[config.mk]
export PLATFORM = sky130hd
export DESIGN_NAME = mdu_exe
export DESIGN_NICKNAME = d
export VERILOG_FILES = /design/src/rtl/mdu_exe_pkg.sv /design/src/rtl/mdu_exe_div_radix2.sv /design/src/rtl/mdu_exe.sv
export SDC_FILE = /design/constraint.sdc
export NUM_CORES = 2
export LEC_CHECK = 0
export CORE_ASPECT_RATIO = 1.1
export CORE_UTILIZATION = 50
export CTS_BUF_LIST = sky130_fd_sc_hd__clkbuf_4 sky130_fd_sc_hd__clkbuf_8
export DETAILED_ROUTE_END_ITERATION = 10
export PLACE_DENSITY = 0.69
export SYNTH_ARGS = -nofsm -noshare
export SYNTH_HDL_FRONTEND = slang
export SYNTH_SLANG_ARGS = --single-unit
[constraint.sdc]
create_clock -name clk -period 12.78 [get_ports clk]
set_input_delay 1.917 -clock clk [delete_from_list [all_inputs] [get_ports clk]]
set_output_delay 1.917 -clock clk [all_outputs]
set_load 0.01 [all_outputs]
[src/rtl/mdu_exe_pkg.sv]
// -----------------------------------------------------------------------------
// mdu_exe_pkg
// Shared definitions for the execute-stage multiply/divide unit:
//   - md_op encodings as decoded in ID
//   - divider iteration count and counter width
//   - FSM state encodings
//   - magnitude helper used when capturing signed division operands
// -----------------------------------------------------------------------------
package mdu_exe_pkg;

  localparam int DIV_CYCLES = 32;
  localparam int CNT_W      = $clog2(DIV_CYCLES);

  typedef enum logic [2:0] {
    MD_NONE  = 3'd0,
    MD_MULT  = 3'd1,
    MD_MULTU = 3'd2,
    MD_DIV   = 3'd3,
    MD_DIVU  = 3'd4,
    MD_MTHI  = 3'd5,
    MD_MTLO  = 3'd6
  } md_op_e;

  typedef enum logic [1:0] {
    ST_IDLE = 2'd0,
    ST_BUSY = 2'd1,
    ST_DONE = 2'd2
  } mdu_state_e;

  // Two's-complement negate when neg is set; 0x80000000 maps to itself,
  // which is the correct unsigned magnitude.
  function automatic logic [31:0] cond_neg32(input logic [31:0] v, input logic neg);
    logic [31:0] r;
    if (neg) begin
      r = 32'd0 - v;
    end else begin
      r = v;
    end
    return r;
  endfunction

endpackage

[src/rtl/mdu_exe_div_radix2.sv]
// -----------------------------------------------------------------------------
// mdu_exe_div_radix2
// Radix-2 restoring divider core on unsigned 32-bit magnitudes, one quotient
// bit per cycle over DIV_CYCLES cycles.
// Ports:
//   clk, rst            clock, synchronous active-high reset
//   start               load dividend/divisor and begin iterating
//   cancel              abort any iteration in progress
//   dividend, divisor   unsigned magnitudes, sampled on start
//   quotient, remainder results; stable from the cycle after done until start
//   done                high during the cycle that performs the last step
// -----------------------------------------------------------------------------
module mdu_exe_div_radix2
  import mdu_exe_pkg::*;
(
  input  logic        clk,
  input  logic        rst,
  input  logic        start,
  input  logic        cancel,
  input  logic [31:0] dividend,
  input  logic [31:0] divisor,
  output logic [31:0] quotient,
  output logic [31:0] remainder,
  output logic        done
);

  // {partial remainder, dividend/quotient} shift register
  logic [63:0]      rem_r;
  logic [31:0]      dvs_r;
  logic [CNT_W-1:0] count_r;
  logic             busy_r;

  logic             fits_s;
  logic [31:0]      diff_s;
  logic [63:0]      rem_next_s;
  logic             last_s;

  // One restoring step. The shifted partial remainder can be 33 bits wide
  // (up to 2*divisor-1), so the trial compare uses rem_r[63:31]; when it fits,
  // the difference is below the divisor and the low 32 bits are exact.
  always_comb begin
    fits_s = {1'b0, rem_r[63:31]} >= {2'b00, dvs_r};
    diff_s = rem_r[62:31] - dvs_r;
    if (fits_s) begin
      rem_next_s = {diff_s, rem_r[30:0], 1'b1};
    end else begin
      rem_next_s = {rem_r[62:0], 1'b0};
    end
  end

  assign last_s    = busy_r && (count_r == CNT_W'(DIV_CYCLES - 1));
  assign done      = last_s;
  assign quotient  = rem_r[31:0];
  assign remainder = rem_r[63:32];

  // Iteration state: load on start, step while busy, hold results afterwards.
  always_ff @(posedge clk) begin
    if (rst) begin
      rem_r   <= 64'd0;
      dvs_r   <= 32'd0;
      count_r <= '0;
      busy_r  <= 1'b0;
    end else if (cancel) begin
      count_r <= '0;
      busy_r  <= 1'b0;
    end else if (start) begin
      rem_r   <= {32'd0, dividend};
      dvs_r   <= divisor;
      count_r <= '0;
      busy_r  <= 1'b1;
    end else if (busy_r) begin
      rem_r   <= rem_next_s;
      count_r <= count_r + CNT_W'(1);
      if (last_s) begin
        busy_r <= 1'b0;
      end else begin
        busy_r <= 1'b1;
      end
    end else begin
      busy_r <= 1'b0;
    end
  end

endmodule

[src/rtl/mdu_exe.sv]
// -----------------------------------------------------------------------------
// mdu_exe
// Execute-stage multiply/divide unit. MULT/MULTU and MTHI/MTLO produce their
// HI/LO write in the issue cycle; DIV/DIVU run on the iterative divider and
// stall the front of the pipeline until the result is ready.
// Ports:
//   clk, rst      clock, synchronous active-high reset
//   flush         EXE-stage kill; cancels any operation, gates write and stall
//   stage_ready   EXE may advance this cycle
//   md_op         decoded operation (md_op_e encoding)
//   src_a, src_b  forwarded rs / rt operands
//   hilo_cur      forwarded architectural {HI,LO}
//   hilo_o        {HI,LO} write data for the MEM-stage HI/LO register
//   hilo_we       write enable for hilo_o
//   stall_o       hold IF/ID/EXE while a division is unfinished
// -----------------------------------------------------------------------------
module mdu_exe
  import mdu_exe_pkg::*;
(
  input  logic        clk,
  input  logic        rst,
  input  logic        flush,
  input  logic        stage_ready,
  input  logic [2:0]  md_op,
  input  logic [31:0] src_a,
  input  logic [31:0] src_b,
  input  logic [63:0] hilo_cur,
  output logic [63:0] hilo_o,
  output logic        hilo_we,
  output logic        stall_o
);

  mdu_state_e         state_r;
  logic               neg_q_r;
  logic               neg_rem_r;
  logic               zero_r;

  md_op_e             op_s;
  logic               is_div_s;
  logic               div_signed_s;
  logic               div_start_s;
  logic [31:0]        a_mag_s;
  logic [31:0]        b_mag_s;
  logic [31:0]        quot_s;
  logic [31:0]        rem_s;
  logic               div_done_s;
  logic [31:0]        lo_fix_s;
  logic [31:0]        hi_fix_s;

  logic signed [32:0] mul_a_s;
  logic signed [32:0] mul_b_s;
  logic [63:0]        prod_s;

  assign op_s         = md_op_e'(md_op);
  assign is_div_s     = (op_s == MD_DIV) || (op_s == MD_DIVU);
  assign div_signed_s = (op_s == MD_DIV);
  assign div_start_s  = (state_r == ST_IDLE) && is_div_s && !flush;
  assign a_mag_s      = cond_neg32(src_a, div_signed_s && src_a[31]);
  assign b_mag_s      = cond_neg32(src_b, div_signed_s && src_b[31]);

  mdu_exe_div_radix2 u_div (
    .clk       (clk),
    .rst       (rst),
    .start     (div_start_s),
    .cancel    (flush),
    .dividend  (a_mag_s),
    .divisor   (b_mag_s),
    .quotient  (quot_s),
    .remainder (rem_s),
    .done      (div_done_s)
  );

  // Single multiplier; operands are zero- or sign-extended to 33 bits so one
  // signed product serves both MULT and MULTU. Only the low 64 bits are needed.
  assign mul_a_s = {(op_s == MD_MULT) && src_a[31], src_a};
  assign mul_b_s = {(op_s == MD_MULT) && src_b[31], src_b};
  assign prod_s  = 64'(mul_a_s) * 64'(mul_b_s);

  // Sign fixup from the registered divider result. Divide by zero forces
  // LO to all ones; the divider already leaves |src_a| as remainder, and the
  // remainder sign fixup turns that back into src_a.
  always_comb begin
    hi_fix_s = cond_neg32(rem_s, neg_rem_r);
    if (zero_r) begin
      lo_fix_s = 32'hFFFF_FFFF;
    end else begin
      lo_fix_s = cond_neg32(quot_s, neg_q_r);
    end
  end

  // Control FSM and captured sign/zero flags for the division in flight.
  always_ff @(posedge clk) begin
    if (rst) begin
      state_r   <= ST_IDLE;
      neg_q_r   <= 1'b0;
      neg_rem_r <= 1'b0;
      zero_r    <= 1'b0;
    end else if (flush) begin
      state_r <= ST_IDLE;
    end else begin
      case (state_r)
        ST_IDLE: begin
          if (is_div_s) begin
            neg_q_r   <= div_signed_s && (src_a[31] ^ src_b[31]);
            neg_rem_r <= div_signed_s && src_a[31];
            zero_r    <= (src_b == 32'd0);
            state_r   <= ST_BUSY;
          end else begin
            state_r <= ST_IDLE;
          end
        end
        ST_BUSY: begin
          if (div_done_s) begin
            state_r <= ST_DONE;
          end else begin
            state_r <= ST_BUSY;
          end
        end
        ST_DONE: begin
          if (stage_ready) begin
            state_r <= ST_IDLE;
          end else begin
            state_r <= ST_DONE;
          end
        end
        default: state_r <= ST_IDLE;
      endcase
    end
  end

  // Output selection; flush overrides write enable and stall in the same cycle.
  always_comb begin
    hilo_o  = 64'd0;
    hilo_we = 1'b0;
    stall_o = 1'b0;
    case (state_r)
      ST_IDLE: begin
        case (op_s)
          MD_MULT, MD_MULTU: begin
            hilo_o  = prod_s;
            hilo_we = 1'b1;
          end
          MD_MTHI: begin
            hilo_o  = {src_a, hilo_cur[31:0]};
            hilo_we = 1'b1;
          end
          MD_MTLO: begin
            hilo_o  = {hilo_cur[63:32], src_a};
            hilo_we = 1'b1;
          end
          MD_DIV, MD_DIVU: begin
            stall_o = 1'b1;
          end
          default: begin
            hilo_we = 1'b0;
          end
        endcase
      end
      ST_BUSY: begin
        stall_o = 1'b1;
      end
      ST_DONE: begin
        hilo_o  = {hi_fix_s, lo_fix_s};
        hilo_we = 1'b1;
      end
      default: begin
        stall_o = 1'b0;
      end
    endcase
    if (flush) begin
      hilo_we = 1'b0;
      stall_o = 1'b0;
    end else begin
      hilo_we = hilo_we;
    end
  end

endmodule

==> results.json <==
{
  "outcome": "completed",
  "finalMaxSlewViolations": 0,
  "clock_sink_count": 107,
  "whs_ns": 0.474,
  "synth_area_um2": 48100,
  "htreeDepth": 3,
  "final_nets": 7382,
  "finalWirelength_um": 165000,
  "avgRoutedWirePerCell_um": 23.1,
  "post-route-cell-area_um2": 53700,
  "post-route-period-util_pct": 98.4,
  "fp.coreArea_um2": 95600,
  "tritoncts": "built",
  "cp.required_ns": 10.86,
  "yosysTopAreaCellShare_pct": 46.8,
  "grt_max_degree": 67,
  "synth-edff-count": 0,
  "fin_skew_ns": 0.0213,
  "die_h_um": 327,
  "io_pins": 201,
  "worst_slew_pin_slew_ns": 1.18,
  "grt_pass1_wl_um": 254000,
  "hold_buffers": 0,
  "vias": 40731,
  "hpwl_um": 137000,
  "antenna_found_initial": 9,
  "syn_avg_cell_area_um2": 8.48,
  "yosysSeqAreaShare_pct": 4.45,
  "die_area_um2": 97500,
  "grt_usage_pct": 34.4,
  "ys.flop_type": "dfxtp_1",
  "cts_root_buffer": "clkbuf_8",
  "synth_warnings": 0,
  "clk_pin_slew_ns": 0.11,
  "tns_ns": 0,
  "cts_buffers": 9,
  "clk_latency_ns": 0.41,
  "fin_crit_ns": 12.58,
  "fmax_mhz": 79.5,
  "die_w_um": 298,
  "cp-end-kind": "output pin",
  "port_buffers": 200,
  "rows": 119,
  "globalplace.congestion": 1.03,
  "finalHoldViolations": 0,
  "synth_most_common_cell": "inv_1",
  "ant_nets": 0,
  "cts.path.max_buffers": 2,
  "hold_path_class": "reg -> reg",
  "drive_above_1_share_pct": 8.53,
  "crit_arrival_ns": 10.66,
  "initial_core_util_pct": 50.4,
  "cap_violations": 0,
  "drc": 0,
  "crit_fanout": 6,
  "synth_cell_type_count": 80,
  "placed_area_um2": 53100,
  "gr-total-overflow": 0,
  "max_slew_margin_pct": 20.6,
  "yosys.area.top_type": "fa_1",
  "vias_per_cell": 5.70,
  "max_stage_delay_ns": 0.62,
  "crit_type": "in -> out",
  "cp_common_cell": "fa_1",
  "drt_iter0_drc": 3705,
  "dp.cells": 7121,
  "ys_ff_latch": 107,
  "area_growth_pct": 11.5,
  "grt_pass1_vias": 42484,
  "ys_top_cells_by_area": "fa_1 47%, inv_1 9.4%, nand2_1 7.5%",
  "syn_nets": 7191,
  "stdcell_count": 7150,
  "cpMaxStageDelayCell": "clkdlybuf4s50_1",
  "synthCells": 5679,
  "start_kind": "input pin",
  "synthArstFlopShare_pct": 0,
  "drt_first_pass_iters": 7,
  "finalSetupViolCount": 0,
  "netlist_top_cells_count": "1201 x inv_1, 1126 x fa_1, 962 x nand2_1"
}
[per-stage QoR]
stage               util, %  worst slack (ns)
global placement       55.6            -0.242
global route           56.1           -0.0651
finish                 56.1             0.203
detailed placement     55.6            -0.297
floorplan                 -             0.632
CTS                    55.9           -0.0123
[worst max-delay path, delay by kind of cell]
family	cells	cell delay, ns
adders and majority gates	9	4.43
buffers and inverters	10	2.00
xor gates and xnor gates	1	0.21
and+or+nand+nor	7	1.35
AOI/OAI and AO/OA	5	0.74
[state kept, by name, indices dropped and copies added, names as in the netlist]
signal         count
u_div.rem_r       64
u_div.dvs_r       32
u_div.count_r      5
state_r            2
neg_q_r            1
neg_rem_r          1
u_div.busy_r       1
zero_r             1
[cell usage in the layout, fill, tap and decap left out, types with 28 or more instances in the layout]
master,netlist,layout
inv_1,1201,1199
fa_1,1126,1120
nand2_1,962,962
buf_4,0,330
and2_1,292,289
ha_1,251,248
nor2_1,202,198
clkdlybuf4s50_1,0,146
a21oi_1,136,128
xnor2_1,124,121
dfxtp_1,107,107
o21ai_0,98,95
xor2_1,91,90
o21ai_1,82,82
a21o_1,58,58
a211oi_1,43,40
buf_2,2,38
a222oi_1,37,37
nor3_1,36,33
o31ai_1,30,30
a311oi_1,30,30
and3_1,28,28
nand2b_1,29,28
mux2i_1,28,28
buf_12,0,28
[what timing repair did]
action | CTS | global route
cloned | 0 | 0
resized for setup | 13 | 54
endpoints found under the setup margin | 15 | 26
buffers inserted | 1 | 7
pin swaps | 3 | 25
[cells by family (layout without fill, tap and decap cells)]
family	count (synthesis)	in the layout	share of synthesized area (%)
simple gates	1696	1696	16.1
buf+inv	1582	1778	12.3
fa+ha+maj	1377	1377	53.4
compound gates	671	671	9.23
xor+xnor	215	215	3.91
flops	107	107	4.45
mux	31	31	0.652
other cells	0	5	0
[metal layers]
layer,global-route usage (%),part of all wire [%],up-vias
li1,-,-,17519
met1,44.0,37,20576
met2,55.2,46,2156
met3,6.37,10,472
met4,18.8,6.8,8
met5,0,0.030,-
[layout make-up]
cell class | instances | area [um2]
diodes | 5 | 12.5
clock buffers | 10 | 131
clock inverters | 6 | 55.1
fillers | 8695 | 41900
inverters | 1203 | 4520
multi-input cells | 3990 | 40300
flip-flops and latches | 107 | 2140
well taps | 1270 | 1590
repair buffers | 559 | 4890
[final timing paths]
kind	startpoint	end	slack, ns	cells after the start
min reg2reg	u_div.dvs_r[31]	u_div.dvs_r[31]	0.47	2
min	u_div.dvs_r[31]	u_div.dvs_r[31]	0.47	2
max reg2reg	u_div.rem_r[31]	u_div.rem_r[62]	8.88	15
max	md_op[1]	hilo_o[45]	0.20	32
Power is left out: the tool's default activity adds up to more than one toggle a clock period on the data nets, which glitch-free logic cannot reach.
